<file path="config.mk">
export PLATFORM = sky130hd
export DESIGN_NAME = fetch_unit
export DESIGN_NICKNAME = d
export VERILOG_FILES = /design/src/rtl/fetch_unit.sv
export SDC_FILE = /design/constraint.sdc
export NUM_CORES = 1
export LEC_CHECK = 0
export ABC_AREA = 1
export CELL_PAD_IN_SITES_DETAIL_PLACEMENT = 0
export CELL_PAD_IN_SITES_GLOBAL_PLACEMENT = 1
export CORE_AREA = 2 2 119 121
export CTS_BUF_LIST = sky130_fd_sc_hd__clkbuf_4 sky130_fd_sc_hd__clkbuf_8
export CTS_CLUSTER_SIZE = 40
export DETAILED_ROUTE_END_ITERATION = 12
export DIE_AREA = 0 0 121 123
export PLACE_DENSITY_LB_ADDON = 0.08
export SLEW_MARGIN = 20
export SYNTH_ARGS = -nofsm -noshare
export SYNTH_HDL_FRONTEND = slang
export SYNTH_SLANG_ARGS = --single-unit
</file>
<file path="constraint.sdc">
create_clock -name clk -period 2.45 [get_ports clk]
set_clock_uncertainty 0.15 [all_clocks]
set_input_delay 0.3675 -clock clk [delete_from_list [all_inputs] [get_ports clk]]
set_output_delay 0.3675 -clock clk [all_outputs]
set_load 0.1 [all_outputs]
</file>
<file path="src/rtl/fetch_unit.sv">
// fetch_unit: PC, fetch address and IR with field slicing and PC redirects.
// Optional retired-instruction counter enabled by FETCH_RETIRE_CNT_EN.
module fetch_unit #(
  parameter int               ADDR_W   = 16,
  parameter logic [ADDR_W-1:0] RESET_PC = '0
) (
  input  logic              clk,
  input  logic              rst,
  input  logic              instrEn,
  input  logic              increment,
  input  logic              displace,
  input  logic              replace,
  input  logic              unconditional,
  input  logic              jal,
  input  logic [ADDR_W-1:0] rtarget,
  input  logic [15:0]       mem_data,
  output logic [ADDR_W-1:0] mem_addr,
  output logic [3:0]        opcode,
  output logic [3:0]        rdest,
  output logic [3:0]        bitpattern,
  output logic [3:0]        opcodeex,
  output logic [3:0]        rsrc,
  output logic [7:0]        imm8,
  output logic [ADDR_W-1:0] link_addr,
  output logic [31:0]       retired
);

  logic [ADDR_W-1:0] pc_q, pc_d;
  logic [15:0]       ir_q, ir_d;
  logic              redir_pending_q, redir_pending_d;
  logic [ADDR_W-1:0] redir_pc_q, redir_pc_d;
  logic [ADDR_W-1:0] disp_tgt, tgt;
  logic              redirect;

  assign mem_addr   = pc_q;
  assign opcode     = ir_q[15:12];
  assign rdest      = ir_q[11:8];
  assign bitpattern = ir_q[11:8];
  assign opcodeex   = ir_q[7:4];
  assign rsrc       = ir_q[3:0];
  assign imm8       = ir_q[7:0];
  assign link_addr  = pc_q + ADDR_W'(1);

  // Redirect target selection, jal highest priority down to displace.
  always_comb begin
    disp_tgt = pc_q + ADDR_W'(signed'(ir_q[7:0]));
    redirect = jal | replace | unconditional | displace;
    tgt      = disp_tgt;
    if (jal)
      tgt = rtarget;
    else if (replace)
      tgt = rtarget;
    else if (unconditional)
      tgt = (ir_q[15:12] == 4'b1100) ? disp_tgt : rtarget;
    else if (displace)
      tgt = disp_tgt;
  end

  // Next-state for PC, IR and the pending-redirect holding register.
  always_comb begin
    pc_d            = pc_q;
    ir_d            = instrEn ? mem_data : ir_q;
    redir_pending_d = redir_pending_q;
    redir_pc_d      = redir_pc_q;
    if (increment) begin
      redir_pending_d = 1'b0;
      if (redirect)
        pc_d = tgt;
      else if (redir_pending_q)
        pc_d = redir_pc_q;
      else
        pc_d = pc_q + ADDR_W'(1);
    end else if (redirect) begin
      redir_pending_d = 1'b1;
      redir_pc_d      = tgt;
    end
  end

  // State registers with synchronous reset.
  always_ff @(posedge clk) begin
    if (rst) begin
      pc_q            <= RESET_PC;
      ir_q            <= '0;
      redir_pending_q <= 1'b0;
      redir_pc_q      <= '0;
    end else begin
      pc_q            <= pc_d;
      ir_q            <= ir_d;
      redir_pending_q <= redir_pending_d;
      redir_pc_q      <= redir_pc_d;
    end
  end

`ifdef FETCH_RETIRE_CNT_EN
  logic [31:0] retired_q, retired_d;

  // Count every increment edge as one retired instruction.
  always_comb begin
    retired_d = increment ? retired_q + 32'd1 : retired_q;
  end

  // Retired counter register.
  always_ff @(posedge clk) begin
    if (rst) retired_q <= '0;
    else     retired_q <= retired_d;
  end

  assign retired = retired_q;
`else
  assign retired = '0;
`endif

endmodule

</file>
## Yosys cells after proc, flatten, opt, wreduce, memory -nomap -nowiden

Cells that the tools add are included.
Widths: inputs -> output; s select.

- Register bits after elaboration: 49
- Bits in latches: 0
- Bits in writable memories: 0
- Bits in read-only memories: 0
- Word-level logic and storage cells: 19
- Memories kept: 0

- Add/sub/neg operators: 2
- Multiply operators: 0
- Divide/modulo/power cells: 0
- Magnitude comparators: 0
- Equal/unequal tests: 1
- Shift operators: 0
- Muxes and demuxes: 6
- Bitwise operators: 4
- Reduce and logical (&&, ||, !) cells: 2

Operator list:

| cell | count |
|---|---|
| $mux 16 | 6 |
| $add 16x1->16 const B | 1 |
| $add 16x16->16 | 1 |
| $eq 4x4->1 const B | 1 |
| $or 1x1->1 | 3 |
| $reduce_and 2->1 | 1 |
| $reduce_or 2->1 | 1 |
| $not 1->1 | 1 |

## Depth between registers and ports, before layout

- Depth after elaboration: 6
- Mapped depth: 13
- Gate-level depth less buffers: 13

## Worst setup path after synthesis

No wires, ideal clock.

- Path kind: reg2reg
- From: register pc_q[1], in the netlist mem_addr[1]
- To: register pc_q[4], in the netlist mem_addr[4]
- Library setup time: 0.071 ns
- Arrival: 3.679 ns
- Slack: -1.450 ns
- Stages on the path, launching flop included: 10
- Path buffers: 0
- Period minus slack after synthesis: 3.900 ns
- Cell sequence: dfxtp_1 ha_1 nand2_1 inv_1 nand2_1 xnor2_1 nand2_1 nand2_1 a21oi_1 a21oi_1

- Elaborated cells between the ends (all ways): 8
- Those cells by class: add/sub: 2; mux: 6

RTL lines:

| item | line | source |
|---|---|---|
| start, declared | 28 | `logic [ADDR_W-1:0] pc_q, pc_d;` |
| start signal, assigned | 87 | `pc_q <= pc_d;` |
| $add 16x1->16 | n/a |  |
| via link_addr[4] | 24 | `output logic [ADDR_W-1:0] link_addr,` |
| $mux 16 | 69 | `else if (redir_pending_q)` |
| $mux 16 | 67 | `if (redirect)` |

The timed path passes the listed nets, and every way through them passes these cells.
A chain may end at the register's enable or synchronous reset.

## Worst setup path in the final report

- From: register pc_q[6], in the netlist mem_addr[6]
- To: output port link_addr[9]

- Longest elaborated chain between the ends: 1

Ends and longest elaborated chain:

| item | line | source |
|---|---|---|
| $add 16x1->16 | 42 | `assign link_addr = pc_q + ADDR_W'(1);` |
| end, declared | 24 |  |

No other way between the ends.

==> flow_summary.ini <==
[cts]
ctsResizeCount = 1
cts.sinks = 49
cts_setup_buffers = 0
clk_pin_slew_ps = 110
cts_root_buf = clkbuf_8
cts_tree = yes
cts-hold-fix-buffers = 0
clock_latency_ps = 320
h-tree-depth = 2
cts_buffers = 5
clock_path_buffers = 2

[grt]
grt.met2_usage_pct = 30.4
grt_pass1_wl_um = 20800
busiest_layer = met2
grt_max_degree = 28
grt_pass1_vias = 3986
overflow = 0
use_met1_pct = 23.9
grt_util_all_layers_pct = 18.0
antenna_found_initial = 0
gr-usage-met3_pct = 2.40

[synth]
syn_avg_cell_area_um2 = 6.13
ys_seq_elements = 49
synth_seq_area_share_pct = 24.7
ys_warn_count = 0
syn_area_um2 = 3980
synth_cells = 648
synth.distinct_cells = 42

[power_and_ir_drop]
ir_worst_vdd_v = 0.000259
leakagePower_nw = 2.67
power.density_nw_per_um2 = 567

[routing]
vias = 4162
vias_per_cell = 4.54
first_iter_violations = 216
wire_per_inst_um = 14.5
ant_nets = 0
drtPass1Iterations = 6
postRouteWirelength_um = 13300
drcViolationCount = 0

[floorplan]
ios = 132
rows = 43
die_h_um = 123
core_area_um2 = 13600
dieWidth_um = 121
die-area_um2 = 14900
initial_core_util_pct = 29.2

[placement]
gp_congestion = 0.850
dp.cells = 908
post-place-ws_ps = 151
port_buffers = 99
dpl.hpwl_um = 10600

[timing]
rsz0062_at_grt = yes
timing.final.ws_setup_ps = 105
timing.final.crit_share_pct = 95.7
finalCriticalPeriod_ps = 2350
slew_violations = 0
hold_violations = 0
maxSlewHeadroom_pct = 55.5
tightest_slew_ps = 666
fin_tns_setup_ps = 0
fmax_mhz = 426
setup_viol = 0

[setup_path]
start_kind = flip-flop
crit_arrival_ps = 1830
critPathKind = flip-flop to primary output
crit_required_ps = 1930
cp_max_fo = 7
crit_path_end_kind = primary output
reg2reg_slack_ps = 170

[final_layout]
mostFrequentLayoutCells = 150 x nand2_1, 78 x nor2_1, 74 x inv_1
final_common_cell = nand2_1
final_core_util_pct = 38.4
antennaDiodeCount = 0
syn_to_final_growth_pct = 31.6
finalNonFillerCells = 916
nets = 792
drive_above_1_share_pct = 18.9

[job]
maxCapViolations = 0

[min_path]
worst_hold_path_type = flip-flop to flip-flop

[outcome]
status = completed
==> critical path: stages, from the launching register on <==
cell        delay [ps]
dfxtp_4            430
nand2_1            130
nor2_1             190
nand4_1            190
xor2_2             240
clkinvlp_4         140
buf_12             170
==> metrics by stage <==
stage,power (mW),area [µm²],hold WS [ps]
finish,2.97,5230,391
global route,3.12,5230,417
detailed placement,2.45,5120,365
CTS,3.00,5220,396
floorplan,2.12,4200,347
global placement,2.45,5120,358
==> cell families (layout without fill, tap and decap cells) <==
logic type               after synthesis  after routing  share of synthesized area (%)
AO/OA/AOI/OAI                        112            112                           14.8
XOR/XNOR                               8              8                           1.95
adder cells (fa/ha/maj)               17             17                           5.54
buffers and inverters                144            201                           18.4
flip-flops                            49             49                           24.7
other                                  1             32                         0.0943
AND/OR/NAND/NOR                      317            317                           34.6
==> area by class of cell <==
class	instances	area [µm²]
tap	180	225
inverter	80	305
sequential	49	1020
clock buffer	5	68.8
clock inverter	3	26.3
fill	1437	8380
timing repair buffer	113	1120
multi-input combinational	486	2460
==> layer usage <==
| layer | routed length [µm] | vias up |
|---|---|---|
| li1 | - | 2167 |
| met1 | 6340 | 1861 |
| met2 | 6160 | 121 |
| met3 | 588 | 13 |
| met4 | 206 | 0 |
| met5 | 0 | - |
==> path summary, 6_finish.rpt <==
check	end	cells after the start	startpoint
worst max-delay path	link_addr[9]	6	mem_addr[6]
worst min-delay path	ir_q[5]	2	ir_q[5]
worst max register to register	mem_addr[8]	12	mem_addr[0]
worst min register to register	ir_q[5]	2	ir_q[5]
==> report_power, final <==
part,switching [mW],internal [mW]
sequential,0.0814,0.861
combinational,1.12,0.367
clock,0.327,0.209
total,1.53,1.44
==> cell usage after synthesis <==
master,instances,area (µm²)
nand2_1,156,586
nor2_1,80,300
inv_1,76,285
o21ai_0,52,260
dfxtp_1,49,981
a21oi_1,47,235
buf_4,44,330
nand3_1,44,220
ha_1,16,200
clkbuf_1,12,45.0
nand4_1,9,56.3
or2_2,9,56.3
buf_2,6,30.0
nor3_1,4,20.0
xnor2_1,4,35.0
and2_1,3,18.8
o21ai_1,3,15.0
xor2_1,3,26.3
buf_6,2,22.5
inv_2,2,7.51
nand2_4,2,22.5
nor2_2,2,12.5
o211ai_1,2,15.0
o21a_1,2,15.0
o31ai_1,2,15.0
a211oi_1,1,7.51
a21oi_2,1,8.76
a31oi_1,1,6.26
clkinv_1,1,3.75
clkinv_2,1,5.00
conb_1,1,3.75
fa_1,1,20.0
nand2_2,1,6.26
nand3_2,1,10.0
nand3b_1,1,7.51
nor2_4,1,11.3
nor2_8,1,20.0
nor3_4,1,16.3
o21ai_2,1,8.76
or2_0,1,6.26
or2_1,1,6.26
xor2_2,1,16.3
==> sequential cells by signal, indices dropped and copies added, names as in the netlist <==
register / cells
ir_q: 16
mem_addr: 16
redir_pending_q: 1
redir_pc_q: 16
Power figures use the tool's default switching activity.
==> edit 1 (same flow settings) <==
Set the parameter `ADDR_W` to 15 (it was 16).
--- a/src/rtl/fetch_unit.sv
+++ b/src/rtl/fetch_unit.sv
@@ -2,5 +2,5 @@
 // Optional retired-instruction counter enabled by FETCH_RETIRE_CNT_EN.
 module fetch_unit #(
-  parameter int               ADDR_W   = 16,
+  parameter int               ADDR_W   = 15,
   parameter logic [ADDR_W-1:0] RESET_PC = '0
 ) (
Ports: changed (resized link_addr, mem_addr and rtarget); port bits go from 132 to 129. The function was not compared with the original's and may differ.
==> edit 1 against the original RTL <==
Fmax increased by 1.5%; worst setup slack improved by 0.036 ns; design area down 4.6%; total power down 4.0%; synthesized area is 5.7% lower; first-iteration DRC count is 0.46% lower; sequential cell count down 2; routed wire length decreased by 8.0%; critical path type unchanged.
==> edit 1: results (changes against the original RTL) <==
| Metric | Value |
|---|---|
| Status | finished, final reports clean |
| Largest net degree at the start of global routing | 26 (-7.1%) |
| Switching power | 1.448 mW (-5.3%) |
| Initial DRT Pass Iterations | 4 (-2) |
| Final period utilization | 94.26% (-1.5 points) |
| WL final | 12.24 mm (-8.0%) |
| Dpl cells | 853 (-6.1%) |
| DR iter-0 viols | 215 (-0.46%) |
| Critical Path Start | mem_addr[1] |
| Detailed Place HPWL | 9.554 mm (-9.8%) |
| Synth top area cells | dfxtp_1 (25%), nand2_1 (13%), buf_4 (9.0%), nor2_1 (7.4%), inv_1 (6.8%) |
| Post-synth cell types | 37 (-12%) |
| Ratio of cells with drive above 1 in the final layout | 21.02% (+2.1 points) |
| Vias in the first global route | 3632 (-8.9%) |
| Vias per cell | 4.467 (-1.7%) |
| Max rail drop VDD | 0.0003758 V (+45%) |
| Combinational power share | 49.1% (-1.1 points) |
| CP arrival | 1.79 ns (-0.04 ns) |
| Crit Reg-Reg Endpoint | mem_addr[12] |
| Met3 Track Usage GR | 3.367% (+0.97 points) |
| Worst r2r path cells | 13 (+1) |
| Xor and xnor fraction of the mapped netlist area | 2.336% (+0.38 points) |
| Worst min-delay path startpoint | mem_addr[0] |
| Critical path peak fanout | 5 (-2) |
| GR Util All Layers | 16.66% (-1.3 points) |
| First-pass GRT wire length | 18.98 mm (-8.6%) |
| Metal2 WL | 5.807 mm (-5.7%) |
| Leak | 2.473 nW (-7.5%) |
| CP max stage delay | 0.40 ns (-0.03 ns) |
| Worst min-delay path endpoint | mem_addr[0] |
## edit 1: cell count changes in the layout (fill, tap and decap cells not counted), moves of 3 or more
cell	delta
o21ai_1	+5
inv_1	-7
nand2_1	-32
nor2_1	-6
o21ai_0	-7
nand3_2	+4
nand3_1	-4
or2_2	-5
dfxtp_4	-3
nand2_2	+6
a21oi_1	-7
or2_1	+5
## edit 1: metrics by stage
stage / hold slack, ns / setup WS, ns / TNS [ns] / util [%] / instance area [um^2]
floorplan: 0.3420 / 0.01441 / 0 / - / 3966
global placement: 0.3580 / 0.3170 / 0 / 35.44 / 4823
detailed placement: 0.3639 / 0.2902 / 0 / 35.44 / 4823
CTS: 0.3774 / -0.03024 / -0.03887 / 36.30 / 4941
global route: 0.3933 / 0.009173 / 0 / 36.69 / 4994
finish: 0.3661 / 0.1405 / 0 / 36.69 / 4994
## edit 1: final cells by class
class                      count  area, um^2
sequential                    47       972.2
fill                        1510        8618
multi-input combinational    446        2338
tap                          180       225.2
clock buffer                   6       82.58
timing repair buffer         109        1076
clock inverter                 2       13.76
inverter                      75       285.3
## edit 1: how the worst max path moves through the flow
stage                endpoint  slack, ns  cells past startpoint
2_1_floorplan   link_addr[13]       0.01                      4
3_3_place_gp    link_addr[10]       0.32                      8
3_5_place_dp    link_addr[10]       0.29                      8
4_1_cts         link_addr[10]      -0.03                      8
5_1_grt        redir_pc_q[12]      0.009                     13
6_report        link_addr[12]       0.14                      6
## edit 1: what timing repair did
action | CTS | global route
gates resized for setup | 5 | 5
pin swaps | 0 | 3
setup endpoints to repair | 5 | 5
cloned | 0 | 0
setup buffers | 0 | 4
hold buffers | 0 | 0
==> edit 2 (same flow settings) <==
Without the edit above. Take the reset off `ir_q` and load it in a clocked block of its own.
--- a/src/rtl/fetch_unit.sv
+++ b/src/rtl/fetch_unit.sv
@@ -81,13 +81,15 @@
     if (rst) begin
       pc_q            <= RESET_PC;
-      ir_q            <= '0;
       redir_pending_q <= 1'b0;
       redir_pc_q      <= '0;
     end else begin
       pc_q            <= pc_d;
-      ir_q            <= ir_d;
       redir_pending_q <= redir_pending_d;
       redir_pc_q      <= redir_pc_d;
     end
+  end
+
+  always_ff @(posedge clk) begin
+    ir_q <= ir_d;
   end
 
Function: changed (Yosys sat finds a counterexample within 4 cycles, from zero or initial values and one cycle with rst high).
==> edit 2 against the original RTL <==
Total power increased by 6.0%; worst setup slack got worse by 0.013 ns; sequential cell count unchanged; final cell count decreased by 4.9%; routed wire length decreased by 1.5%; utilization increased by 0.055 points; synthesized area decreased by 2.6%; hold slack got worse by 0.024 ns; non-clock buffer count increased by 6; global-route usage decreased by 0.11 points; design area increased by 0.14%; sequential share of layout area increased by 2.8 points; critical endpoint is now link_addr[8]; highest routed layer unchanged.
==> edit 2: results (changes against the original RTL) <==
| Metric | Value |
|---|---|
| Area fraction in compound gates after synthesis | 13.45% (-1.3 points) |
| Cell count after synthesis | 593 (-8.5%) |
| Synth cell count leaders | nand2_1 (155), inv_1 (81), nor2_1 (49), a21oi_1 (45) |
| CP max stage delay | 0.50 ns (+0.07 ns) |
| Clock root buffer | clkbuf_8 |
| NumNets Final | 747 (-5.7%) |
| Internal | 1.525 mW (+6.1%) |
| Vias per cell | 4.536 (-0.17%) |
| FF/Latch Area | 1172 um^2 (+15%) |
| Critical Path Slowest Stage Cell | dfxtp_2 |
| Xor and xnor fraction of the mapped netlist area | 1.552% (-0.40 points) |
| Max rail drop VDD | 0.0003209 V (+24%) |
| Synth Area in Adders | 5.690% (+0.15 points) |
| Critical path's top delay family | simple AND/OR/NAND/NOR gates |
| Vias in the first global route | 3742 (-6.1%) |
| Post-synth cell types | 35 (-17%) |
| Non-clk invs | 81 (+1.3%) |
| Post-Place Worst Slack | 0.1088 ns (-0.04217 ns) |
| Routed via count | 3951 (-5.1%) |
| Register area share after synthesis | 29.49% (+4.8 points) |
| Worst reg2reg startpoint | ir_q[0] |
| #MultiIn Comb | 434 (-11%) |
| Status | finished, final reports clean |
| Filler cell count | 1449 (+0.84%) |
| Num sequential | 49 (unchanged) |
| Clk tree area frac | 1.719% (-0.098 points) |
| First-pass GRT wire length | 20.04 mm (-3.6%) |
| Max Buffers Root-to-Sink | 2 (unchanged) |
| Critical Path Start | mem_addr[7] |
| DR WL/cell | 15.03 um (+3.6%) |
| Worst-Skew Late Latency | 0.34 ns (+0.02 ns) |
| Clock buffer count from CTS | 5 (unchanged) |
| Detailed Place HPWL | 10.39 mm (-1.9%) |
| Leak | 2.580 nW (-3.5%) |
| Combinational power | 1.62 mW (+9%) |
| Dpl cells | 858 (-5.5%) |
| Clock-net power | 535 uW (about the same) |
| Initial DRT Pass Iterations | 4 (-2) |
| Synth top area cells | dfxtp_1 (17%), nand2_1 (15%), edfxtp_1 (12%), buf_4 (8.5%), inv_1 (7.9%) |
| Worst min-delay path startpoint | mem_addr[0] |
| GR Util All Layers | 17.85% (-0.11 points) |
| Critical path peak fanout | 6 (-1) |
| Worst-Margin Slew | 0.6965 ns (+0.03035 ns) |
| Ratio of cells with drive above 1 in the final layout | 20.55% (+1.7 points) |
| Largest net degree at the start of global routing | 22 (-21%) |
| Non-clock buffer share | 22.49% (+1.1 points) |
| Signal buffers | 119 (+5.3%) |
| EDFF count, synth | 16 (+16) |
-- edit 2: through the flow --
step / cell area, um^2 / hold slack [ns] / util (%) / total power [mW]
floorplan: 4149 / 0.3164 / - / 2.269
global placement: 5094 / 0.3528 / 37.42 / 2.627
detailed placement: 5094 / 0.3606 / 37.42 / 2.629
CTS: 5186 / 0.3778 / 38.10 / 3.176
global route: 5240 / 0.4107 / 38.50 / 3.323
finish: 5240 / 0.3673 / 38.50 / 3.146
-- edit 2: worst paths after layout --
path                   endpoint  slack, ns  cells past startpoint
hold reg to reg     mem_addr[0]       0.37                      2
setup reg to reg  redir_pc_q[8]       0.20                     12
setup / recovery   link_addr[8]       0.09                      6
hold / removal      mem_addr[0]       0.37                      2
-- edit 2: routing by layer --
metal | global-route usage [%] | wire [um] | up-vias
met5 | 0 | 0 | -
met2 | 28.97 | 6058 | 131
li1 | - | - | 2012
met1 | 23.90 | 5961 | 1796
met3 | 3.552 | 897 | 12
met4 | 5.596 | 178 | 0
